### config.mk
export PLATFORM = sky130hd
export DESIGN_NAME = compare_unit
export DESIGN_NICKNAME = d
export VERILOG_FILES = /design/src/rtl/cmp_pkg.sv /design/src/rtl/cmp_core.sv /design/src/rtl/compare_unit.sv
export SDC_FILE = /design/constraint.sdc
export NUM_CORES = 1
export LEC_CHECK = 0
export CORE_MARGIN = 1.5
export CORE_UTILIZATION = 45
export CTS_BUF_LIST = sky130_fd_sc_hd__clkbuf_4 sky130_fd_sc_hd__clkbuf_8
export DETAILED_ROUTE_END_ITERATION = 12
export PLACE_DENSITY_LB_ADDON = 0.2
export SLEW_MARGIN = 20
export SYNTH_ARGS = -nofsm -noshare
export SYNTH_HDL_FRONTEND = slang
export SYNTH_HIERARCHICAL = 1
export SYNTH_SLANG_ARGS = --single-unit
### constraint.sdc
create_clock -name clk -period 2.05 [get_ports clk]
set_clock_uncertainty 0.1 [all_clocks]
set_input_delay 0.205 -clock clk [delete_from_list [all_inputs] [get_ports clk]]
set_output_delay 0.205 -clock clk [all_outputs]
set_load 0.005 [all_outputs]
### src/rtl/cmp_pkg.sv
// Shared types and helpers for the compare unit.
package cmp_pkg;

    localparam int MAX_W = 64;

    typedef enum logic [2:0] {
        GT    = 3'd0,
        LT    = 3'd1,
        EQ    = 3'd2,
        GE    = 3'd3,
        LE    = 3'd4,
        MAX   = 3'd5,
        MIN   = 3'd6,
        TRACK = 3'd7
    } op_e;

    typedef enum logic {
        EMPTY  = 1'b0,
        ACTIVE = 1'b1
    } trk_state_e;

    // Flipping the sign bit maps two's-complement order onto unsigned order,
    // so the most-negative value needs no special case.
    function automatic logic [MAX_W-1:0] sext_msb_flip(input logic [MAX_W-1:0] v,
                                                       input int w,
                                                       input logic sgn);
        logic [MAX_W-1:0] m;
        m        = '0;
        m[w-1]   = sgn;
        return v ^ m;
    endfunction

endpackage

### src/rtl/cmp_core.sv
// Combinational magnitude/equality compare, signed or unsigned.
module cmp_core
    import cmp_pkg::*;
#(
    parameter int WIDTH = 6
) (
    input  logic [WIDTH-1:0] x,
    input  logic [WIDTH-1:0] y,
    input  logic             is_signed,
    output logic             lt,
    output logic             eq
);

    logic [MAX_W-1:0] xf;
    logic [MAX_W-1:0] yf;

    assign xf = sext_msb_flip(MAX_W'(x), WIDTH, is_signed);
    assign yf = sext_msb_flip(MAX_W'(y), WIDTH, is_signed);
    assign lt = xf < yf;
    assign eq = x == y;

endmodule

### src/rtl/compare_unit.sv
// Registered compare unit: eight compare/select ops, running-max tracker,
// one-entry valid/ready output stage.
module compare_unit
    import cmp_pkg::*;
#(
    parameter int WIDTH = 6
) (
    input  logic             clk,
    input  logic             rst_n,
    input  logic             in_valid,
    output logic             in_ready,
    input  logic [WIDTH-1:0] a,
    input  logic [WIDTH-1:0] b,
    input  logic [2:0]       op,
    input  logic             is_signed,
    input  logic             trk_clr,
    output logic             out_valid,
    input  logic             out_ready,
    output logic [WIDTH-1:0] result,
    output logic             flag,
    output logic             na_led,
    output logic             nb_led
);

    logic             lt_ab, eq_ab, lt_at, eq_at;
    logic             accept, trk_empty, trk_replace, flag_c;
    logic [WIDTH-1:0] res_c;

    trk_state_e       trk_state_q, trk_state_d;
    logic [WIDTH-1:0] trk_max_q, trk_max_d;
    logic             out_valid_q, out_valid_d;
    logic [WIDTH-1:0] result_q, result_d;
    logic             flag_q, flag_d;
    logic             na_q, na_d, nb_q, nb_d;

    cmp_core #(.WIDTH(WIDTH)) u_cmp_ab (
        .x(a), .y(b), .is_signed(is_signed), .lt(lt_ab), .eq(eq_ab)
    );

    cmp_core #(.WIDTH(WIDTH)) u_cmp_trk (
        .x(a), .y(trk_max_q), .is_signed(is_signed), .lt(lt_at), .eq(eq_at)
    );

    assign in_ready = !out_valid_q || out_ready;
    assign accept   = in_valid && in_ready;

    always_comb begin
        flag_c      = 1'b0;
        res_c       = '0;
        // A same-cycle clear takes effect before the sample is considered.
        trk_empty   = trk_clr || (trk_state_q == EMPTY);
        trk_replace = trk_empty || !(lt_at || eq_at);
        case (op_e'(op))
            GT:    flag_c = !lt_ab && !eq_ab;
            LT:    flag_c = lt_ab;
            EQ:    flag_c = eq_ab;
            GE:    flag_c = !lt_ab;
            LE:    flag_c = lt_ab || eq_ab;
            MAX: begin
                flag_c = !lt_ab;
                res_c  = flag_c ? a : b;
            end
            MIN: begin
                flag_c = lt_ab || eq_ab;
                res_c  = flag_c ? a : b;
            end
            TRACK: begin
                flag_c = trk_replace;
                res_c  = trk_replace ? a : trk_max_q;
            end
            default: ;
        endcase
        if (op_e'(op) < MAX) res_c = {{(WIDTH-1){1'b0}}, flag_c};
    end

    always_comb begin
        trk_state_d = trk_state_q;
        trk_max_d   = trk_max_q;
        out_valid_d = out_valid_q;
        result_d    = result_q;
        flag_d      = flag_q;
        na_d        = na_q;
        nb_d        = nb_q;
        if (trk_clr) begin
            trk_state_d = EMPTY;
            trk_max_d   = '0;
        end
        if (accept) begin
            out_valid_d = 1'b1;
            result_d    = res_c;
            flag_d      = flag_c;
            na_d        = is_signed && a[WIDTH-1];
            nb_d        = is_signed && b[WIDTH-1];
            if (op_e'(op) == TRACK) begin
                trk_state_d = ACTIVE;
                trk_max_d   = res_c;
            end
        end else if (out_ready) begin
            out_valid_d = 1'b0;
        end
    end

    always_ff @(posedge clk) begin
        if (!rst_n) begin
            trk_state_q <= EMPTY;
            trk_max_q   <= '0;
            out_valid_q <= 1'b0;
            result_q    <= '0;
            flag_q      <= 1'b0;
            na_q        <= 1'b0;
            nb_q        <= 1'b0;
        end else begin
            trk_state_q <= trk_state_d;
            trk_max_q   <= trk_max_d;
            out_valid_q <= out_valid_d;
            result_q    <= result_d;
            flag_q      <= flag_d;
            na_q        <= na_d;
            nb_q        <= nb_d;
        end
    end

    assign out_valid = out_valid_q;
    assign result    = result_q;
    assign flag      = flag_q;
    assign na_led    = na_q;
    assign nb_led    = nb_q;

endmodule

==> reports/results.ini, run 1 <==
[placement]
port_buffers = 31
place_hpwl_mm = 2.55
place_congestion = 0.844
preCtsSetupSlack_ns = -0.661
dpl_cell_area_um2 = 1800

[floorplan]
io_pins = 32
dieArea_um2 = 3100
start_util_pct = 49.1
die_h_um = 55.7
rows = 18
coreArea_um2 = 2540
fp.dieW_um = 55.7

[setup_path]
cp_slowest_cell = a222oi_1
r2r-end = result[5]
rr_worst_depth = 10
regToRegSetupSlack_ns = -0.25
cp-start-kind = flop
critPathArrivalTime_ns = 2.40
cp-end-kind = flop
path_cells = inv_2, ha_4, nor2b_4, nor3_2, a21oi_1, nor3_2, o21ai_2, o211a_4, a222oi_1, a21oi_1
crit_required_ns = 2.15
cp_max_fo = 5
r2r_start = trk_max_q[4]
crit_path_max_incr_delay_ns = 0.42
critPathKind = flop to flop

[routing]
vias = 1403
vias_per_cell = 5.70
wl_per_cell_um = 15.9
wl_mm = 3.91
ant_nets = 0
drt_iter0_drc = 56
drc_errors = 0
drt_pre_antenna_iters = 4

[timing]
tightest_slew_ns = 0.503
setup_viol = 13
finalCritPeriodShare_pct = 112
fin_crit_ns = 2.30
setup_tns_ns = -2.41
drv_slew = 0
rsz0062_at_grt = true
setup_slack_ns = -0.251
hold_violations = 0
fmax_mhz = 435
slew_headroom_pct = 66.3

[finish]
final_cell_mix = 35 x buf_4, 18 x clkdlybuf4s50_1, 13 x dfxtp_1, 11 x dlygate4sd2_1, 10 x nand2_1
mostFrequentLayoutCell = buf_4
drive_above_1_share_pct = 41.2
fin_nets = 248
stdcell_area_um2 = 2050
fillers = 162
antenna_cells = 0
synthToLayoutAreaGrowth_pct = 63.7

[synth]
netlist_instances = 151
netlist_area_um2 = 1250
synth.yosys.seq_area_share_pct = 27.2
ys_ff_latch = 17
synth_edf_count = 0
synth_top_flop_cell = dfxtp_1
async_flop_share_pct = 0
syn_nets = 182
yosysWarnings = 6
synth_cell_types = 38
avgSynthCellArea_um2 = 8.28

[pwr]
total_power_mw = 0.882
power.density_nw_per_um2 = 431
vdd_ir_drop_max_v = 0.000420
leakagePower_nw = 0.845

[global_route]
grt_max_degree = 16
grt-ovfl-total = 0
antenna_found_initial = 0
grt_use_total_pct = 24.1
grt_pass1_wl_mm = 6.07
grt_pass1_vias = 1409

[clock_network]
clk_pin_slew_ns = 0.11
clk_latency_ns = 0.31
cts_sinks = 17
ctsHoldBuffers = 0
clk_path_buf_depth = 2
cts_buffers = 3
h-tree-depth = 1
cts_tree = done
cts_root_buffer = clkbuf_4

[worst_hold_path]
hp-class = flop to flop
min-delay-start = na_led
holdPathStages = 2
whs_endpoint = na_led

[run_status]
violations = negative setup slack
status = complete, but fails checks

[run]
maxCapViolCount = 0

==> final cells by class <==
cell class	count	area [um2]	area share [%]
Clock inverter	1	7.51	0.367
Clock buffer	3	22.5	1.10
Timing Repair Buffer	68	577	28.2
Sequential cell	17	345	16.9
Multi-Input combinational cell	112	1000	48.9
Tap cell	30	37.5	1.83
Inverter	15	56.3	2.75
==> power by group <==
group	leakage (nW)	internal [mW]	total, mW	switching [mW]
Combinational	0.690	0.178	0.336	0.158
Sequential	0.141	0.346	0.354	0.00787
Clock	0.0139	0.0745	0.192	0.118
Total	0.845	0.598	0.882	0.284
==> cell usage after synthesis, drive strengths merged, types with 3 or more instances <==
cell type	n	area, um2
nor2b	6	45.0
buf	3	23.8
a222oi	5	50.1
nand3	4	20.0
inv	15	56.3
a21boi	4	33.8
ha	10	125
clkbuf	4	15.0
dfxtp	17	340
o2bb2ai	6	52.6
nand2	14	57.6
a21oi	14	77.6
nor2	5	18.8
mux2i	5	50.1
o21ai	12	63.8
nor3	10	75.1
==> cell families after synthesis <==
family / Yosys count / synth area share, %
AOI/OAI and AO/OA: 48 / 27.3
xor gates and xnor gates: 2 / 1.40
adders and majority gates: 10 / 10.0
buffers and inverters: 22 / 7.61
DFF: 17 / 27.2
muxes: 6 / 4.91
and+or+nand+nor: 46 / 21.5
==> critical path: cells and delay by family, from the launching register on <==
family | cells | cell delay, ns
AO/OA/AOI/OAI | 5 | 1.02
AND/OR/NAND/NOR | 3 | 0.53
buffers and inverters | 1 | 0.05
flip-flops | 1 | 0.35
adder cells (fa/ha/maj) | 1 | 0.15
==> metrics by stage <==
step | instances | util [%] | hold slack (ns)
5_1_grt | 246 | 80.4 | 0.409
6_report | 246 | 80.4 | 0.375
4_1_cts | 241 | 76.7 | 0.343
3_3_place_gp | 234 | 70.6 | 0.352
2_1_floorplan | 151 | - | 0.243
3_5_place_dp | 234 | 70.6 | 0.362
==> per-layer routing <==
metal / GRT usage, % / vias up / wire length [um]
met3: 5.35 / 4 / 129
met4: 6.62 / 0 / 26
li1: - / 680 / -
met1: 28.2 / 688 / 1610
met5: 0 / - / 0
met2: 43.9 / 31 / 2140
==> how the worst max path moves through the flow <==
stage	from	end	slack, ns	cells after the start
floorplan	trk_max_q[4]	result[5]	-0.02	10
global placement	b[1]	result[5]	-0.60	11
detailed placement	b[1]	result[1]	-0.66	11
CTS	trk_max_q[4]	trk_max_q[5]	-0.13	10
global route	trk_max_q[4]	result[5]	-0.34	10
finish	trk_max_q[4]	result[5]	-0.25	10
==> state kept, by name, summed over array words and instances, names as in the netlist <==
| register | cells |
|---|---|
| trk_state_q | 1 |
| nb_led | 1 |
| na_led | 1 |
| trk_max_q | 6 |
| result | 6 |
| flag | 1 |
| out_valid | 1 |
==> what timing repair did <==
item	4_1_cts	5_1_grt
buffers inserted	2	5
pin swaps	31	13
hold endpoints to repair	0	0
gates cloned	1	0
resized for setup	41	12
setup endpoints to repair	13	13
(Power assumes the default switching activity.)
==> run 2: changes to the inputs <==
Settings changed: CORE_UTILIZATION 45 to 44.
==> run 2 against run 1 <==
Net effect:
- the run still ends with negative setup slack left
- flip-flop and latch count did not move
- register-to-register slack better by 0.02 ns
- sequential share of layout area increased by 0.44 points
- via count fell by 1.9%
- critical path type unchanged
==> reports/results.ini, run 2 (synthesis results as in run 1) <==
[setup_path]
cp_max_fo = 3
crit_required_ns = 2.14
critPathKind = flop to flop
cp-end-kind = flop
crit_path_max_incr_delay_ns = 0.35
crit_family = compound AO/OA/AOI/OAI gates
crit_buf_inv = 2
critPathArrivalTime_ns = 2.36
path_cells = inv_2, ha_4, nor2b_1, nor3_1, a21oi_1, nor3_2, o21ai_2, o211a_4, a222oi_1, buf_4, a21oi_2
cp_slowest_cell = dfxtp_2
cp-start-kind = flop

[pwr]
leakagePower_nw = 0.819
intPower_mw = 0.596
swShare_pct = 31.9
power.density_nw_per_um2 = 441
p_seq_share_pct = 40.4
clock_power_share_pct = 21.5
p_sw_mw = 0.280
total_power_mw = 0.876
combPwrFrac_pct = 38.1
vdd_ir_drop_max_v = 0.000581

[placement]
port_buffers = 31
place_congestion = 0.868
place_hpwl_mm = 2.86

[timing]
setup_slack_ns = -0.227
hold_violations = 0
setup_viol = 12
tightest_slew_ns = 0.508
fin_crit_ns = 2.28
fmax_mhz = 439
rsz0062_at_grt = true
finalCritPeriodShare_pct = 111
slew_headroom_pct = 66.0
drv_slew = 0

[routing]
wl_met1_mm = 1.53
vias = 1377
wl_per_cell_um = 15.8
wl_met2_mm = 2.06
drt_pre_antenna_iters = 4
wl_met3_um = 125
wl_mm = 3.86
drc_errors = 0
vias_per_cell = 5.64
drt_iter0_drc = 92
ant_nets = 0
dr.max_layer_used = met4

[clock_network]
clk_pin_slew_ns = 0.10
h-tree-depth = 1
cts_tree = done
cts_sinks = 17
cts_root_buffer = clkbuf_4
ctsHoldBuffers = 0
clk_path_buf_depth = 2
clk_latency_ns = 0.30
cts_buffers = 3

[global_route]
grt_max_degree = 16
grt_pass1_wl_mm = 6.42
grt-ovfl-total = 0
antenna_found_initial = 0
grt_use_total_pct = 26.1
grt_pass1_vias = 1449

[worst_hold_path]
hp-class = input pin to flop

[run_status]
violations = negative setup slack
status = complete, but fails checks

[finish]
mostFrequentLayoutCell = buf_4
multi_input_comb_area_um2 = 960
ff_latch_area_um2 = 344
synthToLayoutAreaGrowth_pct = 59.0
fillers = 207
final_util_pct = 72.7
drive_above_1_share_pct = 37.1
fin_nets = 245
antenna_cells = 0
final_cell_mix = 32 x buf_4, 19 x clkdlybuf4s50_1, 14 x dfxtp_1, 12 x inv_1, 11 x dlygate4sd2_1

[floorplan]
coreArea_um2 = 2730
dieArea_um2 = 3170
io_pins = 32
rows = 19
die_h_um = 56.3
start_util_pct = 45.7
fp.dieW_um = 56.3

[run]
maxCapViolCount = 0

==> run 2: changes by cell type in the layout (fill, tap and decap cells not counted), sizes merged <==
cell,change
buf,-3
clkinvlp,-1
clkdlybuf4s15,-1
clkinv,+1
clkdlybuf4s50,+1
==> run 2: power by group through the flow <==
| stage | logic [mW] | clock network [mW] | registers (mW) |
|---|---|---|---|
| 6_report | 0.334 | 0.188 | 0.354 |
| 3_3_place_gp | 0.272 | 0 | 0.360 |
| 5_1_grt | 0.363 | 0.203 | 0.356 |
| 3_5_place_dp | 0.286 | 0 | 0.361 |
| 2_1_floorplan | 0.144 | 0 | 0.361 |
| 4_1_cts | 0.324 | 0.185 | 0.353 |
==> run 2: area by class of cell <==
class,count,share of cell area (%)
Inverter,15,2.83
Clock buffer,3,1.13
Tap cell,31,1.95
Clock inverter,1,0.252
Sequential cell,17,17.3
Multi-Input combinational cell,112,48.3
Timing Repair Buffer,65,28.2
==> run 2: layer usage <==
layer | vias to the layer above | track usage (%)
met1 | 644 | 29.3
met5 | - | 0
met2 | 42 | 46.6
met3 | 17 | 5.99
li1 | 674 | -
met4 | 0 | 12.2
==> run 2: timing repair <==
item | CTS | global route
setup buffers | 5 | 0
pin swaps | 27 | 8
hold endpoints to repair | 0 | 0
gates cloned | 0 | 0
setup endpoints to repair | 13 | 13
gates resized for setup | 41 | 3
==> run 2: worst paths after layout <==
kind                            slack [ns]  cells past startpoint         start           end
worst min-delay path                  0.38                      4          b[2]  trk_max_q[2]
worst min register to register        0.38                      2        na_led        na_led
worst max-delay path                 -0.23                     11  trk_max_q[4]     result[5]
worst max register to register       -0.23                     11  trk_max_q[4]     result[5]
==> run 2: worst reg2reg max path, stage by stage, from the launching register on <==
cell and delay (ns):
dfxtp_2 0.35, inv_2 0.04, ha_4 0.15, nor2b_1 0.12, nor3_1 0.13, a21oi_1 0.07
nor3_2 0.25, o21ai_2 0.11, o211a_4 0.28, a222oi_1 0.31, buf_4 0.19, a21oi_2 0.06
==> run 2: stage by stage <==
stage	hold WS, ns	setup WS (ns)	setup TNS (ns)	cell area, um2	cells
CTS	0.376	-0.238	-2.30	1960	244
finish	0.379	-0.227	-2.18	1990	244
floorplan	0.243	-0.0205	-0.0205	1270	151
global placement	0.355	-0.577	-6.85	1800	235
global route	0.400	-0.341	-3.63	1990	244
detailed placement	0.369	-0.690	-8.19	1800	235
